### config.mk
export PLATFORM = sky130hd
export DESIGN_NAME = piso_serializer
export DESIGN_NICKNAME = d
export VERILOG_FILES = /design/src/rtl/piso_serializer_pkg.sv /design/src/rtl/piso_hold_reg.sv /design/src/rtl/piso_serializer.sv
export SDC_FILE = /design/constraint.sdc
export NUM_CORES = 1
export LEC_CHECK = 0
export ABC_CLOCK_PERIOD_IN_PS = 1450
export CORE_AREA = 5 5 42 44
export CTS_CLUSTER_DIAMETER = 80
export DETAILED_ROUTE_END_ITERATION = 10
export DIE_AREA = 0 0 47 49
export PLACE_DENSITY = 0.7
export SLEW_MARGIN = 10
export SYNTH_ARGS = -nofsm -noshare
export SYNTH_HDL_FRONTEND = slang
export SYNTH_HIERARCHICAL = 1
export SYNTH_SLANG_ARGS = --single-unit
### constraint.sdc
create_clock -name clk -period 1.45 [get_ports clk]
set_clock_uncertainty 0.05 [all_clocks]
set_input_delay 0.2175 -clock clk [delete_from_list [all_inputs] [get_ports clk]]
set_output_delay 0.2175 -clock clk [all_outputs]
set_load 0.01 [all_outputs]
### src/rtl/piso_serializer_pkg.sv
// Shared definitions for the PISO serializer.
//   ST_IDLE / ST_SHIFT : state encodings of the serializer FSM
//   DEFAULT_WIDTH      : default word width in bits
//   piso_state_e       : typed FSM state built on the encodings above
package piso_serializer_pkg;

  localparam logic ST_IDLE  = 1'b0;
  localparam logic ST_SHIFT = 1'b1;

  localparam int unsigned DEFAULT_WIDTH = 4;

  typedef enum logic {
    StIdle  = ST_IDLE,
    StShift = ST_SHIFT
  } piso_state_e;

endpackage

### src/rtl/piso_hold_reg.sv
// One-entry valid/ready holding buffer in front of the serializer shifter.
//   clk_i    : clock, state updates on posedge
//   rst_ni   : asynchronous active-low reset, empties the buffer
//   data_i   : incoming word
//   valid_i  : data_i is valid
//   ready_o  : buffer empty; a word is accepted on a posedge with valid_i & ready_o
//   take_i   : shifter is loading the buffered word this cycle
//   data_o   : buffered word
//   full_o   : buffer holds a word
module piso_hold_reg #(
  parameter int unsigned Width = 4
) (
  input  logic             clk_i,
  input  logic             rst_ni,
  input  logic [Width-1:0] data_i,
  input  logic             valid_i,
  output logic             ready_o,
  input  logic             take_i,
  output logic [Width-1:0] data_o,
  output logic             full_o
);

  logic             full_q, full_d;
  logic [Width-1:0] data_q, data_d;
  logic             accept;

  // Ready depends only on registered state, never on valid_i.
  assign ready_o = ~full_q;
  assign accept  = valid_i & ~full_q;

  // take_i only fires while full and accept only while empty, so they never collide.
  always_comb begin
    full_d = full_q;
    data_d = data_q;
    if (take_i) begin
      full_d = 1'b0;
    end
    if (accept) begin
      full_d = 1'b1;
      data_d = data_i;
    end
  end

  always_ff @(posedge clk_i or negedge rst_ni) begin
    if (!rst_ni) begin
      full_q <= 1'b0;
      data_q <= '0;
    end else begin
      full_q <= full_d;
      data_q <= data_d;
    end
  end

  assign data_o = data_q;
  assign full_o = full_q;

endmodule

### src/rtl/piso_serializer.sv
// Parallel-in/serial-out transmit stage feeding a negedge-sampling SIPO receiver.
// Words arrive over valid/ready into a one-entry holding register and leave LSB-first,
// one bit per clock, with back-to-back words and no gap cycle.
//   clk      : clock, state updates on posedge
//   rst      : asynchronous active-low reset
//   in_data  : parallel word to send
//   in_valid : in_data is valid
//   in_ready : holding register empty
//   s_out    : serial data bit (registered)
//   s_en     : s_out carries a valid bit (registered)
//   s_last   : current bit is bit WIDTH-1 of its word (registered)
//   busy     : shifter active or holding register full
module piso_serializer
  import piso_serializer_pkg::*;
#(
  parameter int unsigned WIDTH = DEFAULT_WIDTH
) (
  input  logic             clk,
  input  logic             rst,
  input  logic [WIDTH-1:0] in_data,
  input  logic             in_valid,
  output logic             in_ready,
  output logic             s_out,
  output logic             s_en,
  output logic             s_last,
  output logic             busy
);

  localparam int unsigned     CntW    = $clog2(WIDTH);
  localparam logic [CntW-1:0] LastCnt = CntW'(WIDTH - 1);

  logic             hold_full;
  logic [WIDTH-1:0] hold_data;
  logic             take;

  piso_state_e      state_q, state_d;
  logic [WIDTH-1:0] shreg_q, shreg_d;
  logic [CntW-1:0]  bitcnt_q, bitcnt_d;
  logic             s_out_q, s_out_d;
  logic             s_en_q, s_en_d;
  logic             s_last_q, s_last_d;

  piso_hold_reg #(
    .Width (WIDTH)
  ) u_hold (
    .clk_i   (clk),
    .rst_ni  (rst),
    .data_i  (in_data),
    .valid_i (in_valid),
    .ready_o (in_ready),
    .take_i  (take),
    .data_o  (hold_data),
    .full_o  (hold_full)
  );

  always_comb begin
    state_d  = state_q;
    shreg_d  = shreg_q;
    bitcnt_d = bitcnt_q;
    take     = 1'b0;
    case (state_q)
      StIdle: begin
        if (hold_full) begin
          shreg_d  = hold_data;
          bitcnt_d = '0;
          take     = 1'b1;
          state_d  = StShift;
        end
      end
      StShift: begin
        shreg_d  = shreg_q >> 1;
        bitcnt_d = bitcnt_q + 1'b1;
        if (bitcnt_q == LastCnt) begin
          bitcnt_d = '0;
          if (hold_full) begin
            // Reload on the last bit so the next word follows without a gap.
            shreg_d = hold_data;
            take    = 1'b1;
          end else begin
            state_d = StIdle;
          end
        end
      end
      default: state_d = StIdle;
    endcase

    // Serial outputs are precomputed from next state so they leave flops directly.
    s_en_d   = (state_d == StShift);
    s_out_d  = s_en_d & shreg_d[0];
    s_last_d = s_en_d & (bitcnt_d == LastCnt);
  end

  always_ff @(posedge clk or negedge rst) begin
    if (!rst) begin
      state_q  <= StIdle;
      shreg_q  <= '0;
      bitcnt_q <= '0;
      s_out_q  <= 1'b0;
      s_en_q   <= 1'b0;
      s_last_q <= 1'b0;
    end else begin
      state_q  <= state_d;
      shreg_q  <= shreg_d;
      bitcnt_q <= bitcnt_d;
      s_out_q  <= s_out_d;
      s_en_q   <= s_en_d;
      s_last_q <= s_last_d;
    end
  end

  assign s_out  = s_out_q;
  assign s_en   = s_en_q;
  assign s_last = s_last_q;
  assign busy   = (state_q == StShift) | hold_full;

endmodule

==> results.yml, run 1 <==
sta:
  layout_min_cycle_time_ps: 1398
  hold_viol_final: 0
  finalSetupViolations: 0
  slew_violations: 0
  worstMarginPinSlew_ps: 188.9
  finalSetupTns_ps: 0
  relSlewSlack_pct: 87.38
  rsz0062_at_grt: "no"
  fmax_ghz: 0.7151
  min_period_over_period_pct: 96.44
synthesis:
  syn-mean-instance-area_um2: 13.45
  yosys.area_share.simple_pct: 11.84
  synthCells: 44
  synth_xor_area_share_pct: 0
  synth_fp_nets: 52
  ys_warn_count: 6
  ys_seq_area_share_pct: 54.97
  synth-compound-area-share_pct: 11.63
  synth_seq_cells: 13
  synthMuxAreaShare_pct: 11.84
  synthAdderAreaFrac_pct: 2.114
  synth_top_family_by_area: "multiplexers"
  ys_types: 20
  synth_area_um2: 591.8
final_layout:
  drive_gt1_share_pct: 32.81
  diodes: 0
  area_growth_pct: 30.02
  instances_no_fill: 80
  layout.nets: 73
route:
  drc: 0
  routed_wl_um: 923
  via_per_inst: 5.000
  ant_nets: 0
  drt-initial-drc-count: 6
  dr_total_vias: 400
  drt_pre_antenna_iters: 5
  wire_per_inst_um: 11.54
hold_path:
  hold_path.class: "input pin to async pin"
die:
  die_h_um: 49
  start_util_pct: 42.23
  row_count: 14
  die_x_um: 47
  dieArea_um2: 2303
  coreArea_um2: 1401
  io_pins: 12
critical_path:
  cp-start-kind: "flip-flop"
  cp_data_arrival_time_ps: 1130
  critical_path_class: "flip-flop to primary output"
  r2r_cells: 5
  cp-endpoint: "s_last"
  critPathTopFamily: "buffers and inverters"
  worst_path_max_delay_cell: "clkdlybuf4s50_1"
  critPathRequiredTime_ps: 1180
  max_stage_delay_ps: 530
  ff2ff_setup_slack_ps: 180
  r2r-start: "s_en"
  endpoint_kind: "primary output"
  path_depth: 1
  regToRegEndpoint: "shreg_q[2]"
  critPathBufInv: 1
  crit_fanout: 1
  crit_chain: "clkdlybuf4s50_1"
  startpoint: "s_last"
placed_design:
  gp_congestion: 0.6863
  hpwl_um: 738.6
  io_buffer_count: 11
  numPlacedInstances: 75
outcome:
  status: "finished, final reports clean"
power_and_ir_drop:
  leakagePower_nw: 0.3736
  powerDensity_nw_per_um2: 2148
  power_mw: 1.653
  vdd_drop_max_mv: 1.036
grt:
  antenna_found_initial: 0
  grt_pass1_wl_mm: 1.725
  grt_max_degree: 14
  grt_overflow: 0
  gr-usage-all-layers_pct: 10.64
  grt_pass1_vias: 416
clock_network:
  cts_tree: "built"
  cts_max_path_buffers: 2
  cts_buffers: 3
  clockRootBuffer: "clkbuf_4"
  cts_hold_buf: 0
  cts_num_sinks: 13
  htree_levels: 1
  clk_latency_ps: 270
  clkTransAtPathRegs_ps: 70
job:
  max_cap_violations: 0
## cell type report
cell class | instances | area [um2]
multi-input cells | 24 | 224.0
repair buffers | 18 | 155.1
inverters | 5 | 18.77
clock buffers | 4 | 26.28
well taps | 16 | 20.02
fillers | 145 | 631.9
flip-flops and latches | 13 | 325.3
## kinds of logic (layout without fill, tap and decap cells)
kind of cell | count (synthesis) | in the layout
compound gates | 8 | 8
simple gates | 10 | 10
buf+inv | 7 | 27
flops | 13 | 13
fa+ha+maj | 1 | 1
mux | 5 | 5
## per-stage QoR
step / instance area (um2) / utilization (%) / hold WS (ps) / setup WS [ps]
floorplan: 591.8 / - / -128.1 / 205.7
global placement: 740.7 / 52.86 / 425.7 / 75.45
detailed placement: 740.7 / 52.86 / 429.2 / 43.80
CTS: 770.7 / 55.00 / 189.5 / 7.990
global route: 769.5 / 54.91 / 208.2 / 14.58
finish: 769.5 / 54.91 / 189.0 / 51.59
## registers in the layout, indices dropped and copies added, names as in the netlist
| signal | flops |
|---|---|
| u_hold/full_o | 1 |
| s_en | 1 |
| shreg_q | 3 |
| u_hold/data_o | 4 |
| s_out | 1 |
| s_last | 1 |
| bitcnt_q | 2 |
## repair_timing
action	4_1_cts	5_1_grt
gates resized for setup	3	3
endpoints found under the setup margin	3	1
pin swaps	0	1
setup buffers	1	0
gates cloned	0	0
## how the worst min path moves through the flow
stage | startpoint | end | slack [ps] | depth (start not counted)
after floorplan | rst | bitcnt_q[0] | -130 | 0
after global placement | bitcnt_q[0] | s_last | 430 | 1
after detailed placement | bitcnt_q[0] | s_last | 430 | 1
after CTS | rst | shreg_q[3] | 190 | 2
after global routing | rst | shreg_q[3] | 210 | 2
final | rst | shreg_q[3] | 190 | 2
## layer usage
| metal | part of all wire, % | wire length, um | up-vias | global-route usage, % |
|---|---|---|---|---|
| met3 | 6.5 | 60 | 3 | 4.428 |
| met2 | 45 | 414 | 16 | 14.71 |
| met4 | 2.5 | 23 | 0 | 6.912 |
| met5 | 0 | 0 | - | 0 |
| met1 | 46 | 424 | 186 | 13.10 |
| li1 | - | - | 195 | - |
## cells in the final DEF (no fill, tap or decap)
cell type | Yosys | layout
nand2_4 | 1 | 1
inv_1 | 5 | 5
clkbuf_1 | 0 | 1
o21ai_0 | 2 | 2
clkbuf_4 | 0 | 3
clkdlybuf4s50_1 | 0 | 8
o21bai_1 | 1 | 1
nand2b_4 | 1 | 1
ha_1 | 1 | 1
nor2b_4 | 1 | 1
clkbuf_2 | 0 | 1
o221a_1 | 2 | 2
dlygate4sd2_1 | 0 | 2
nand2_1 | 4 | 4
mux2i_1 | 1 | 1
a32o_2 | 1 | 1
o211ai_1 | 1 | 1
mux2_4 | 4 | 4
dfrtp_1 | 13 | 13
nor3b_1 | 1 | 1
a22o_2 | 1 | 1
buf_4 | 0 | 7
nand3_1 | 1 | 1
nor2_2 | 0 | 1
## synth_stat cells
| cell | instances | area (um2) |
|---|---|---|
| buf_8 | 1 | 15.01 |
| o221a_1 | 2 | 22.52 |
| o21ai_0 | 2 | 10.01 |
| nor2_1 | 1 | 3.750 |
| nand2b_4 | 1 | 13.76 |
| nor3b_1 | 1 | 7.510 |
| nand3_1 | 1 | 5.000 |
| nor2b_4 | 1 | 13.76 |
| buf_6 | 1 | 11.26 |
| mux2_4 | 4 | 60.06 |
| nand2_4 | 1 | 11.26 |
| inv_1 | 5 | 18.77 |
| a22o_2 | 1 | 10.01 |
| mux2i_1 | 1 | 10.01 |
| o211ai_1 | 1 | 7.510 |
| ha_1 | 1 | 12.51 |
| nand2_1 | 4 | 15.01 |
| a32o_2 | 1 | 11.26 |
| dfrtp_1 | 13 | 325.3 |
| o21bai_1 | 1 | 7.510 |
## report_power, final
part           switching (mW)  total (mW)  leakage, nW  internal [mW]
clock network           0.109       0.216       0.0150          0.107
logic                   0.323       0.788        0.202          0.465
registers               0.114       0.649        0.157          0.536
(Power assumes the default switching activity.)
==> run 2: changes to the inputs <==
Settings changed: CAP_MARGIN from default to 20.
==> results of run 2 <==
Final layout, timing and power as in run 1 (identical DEF).
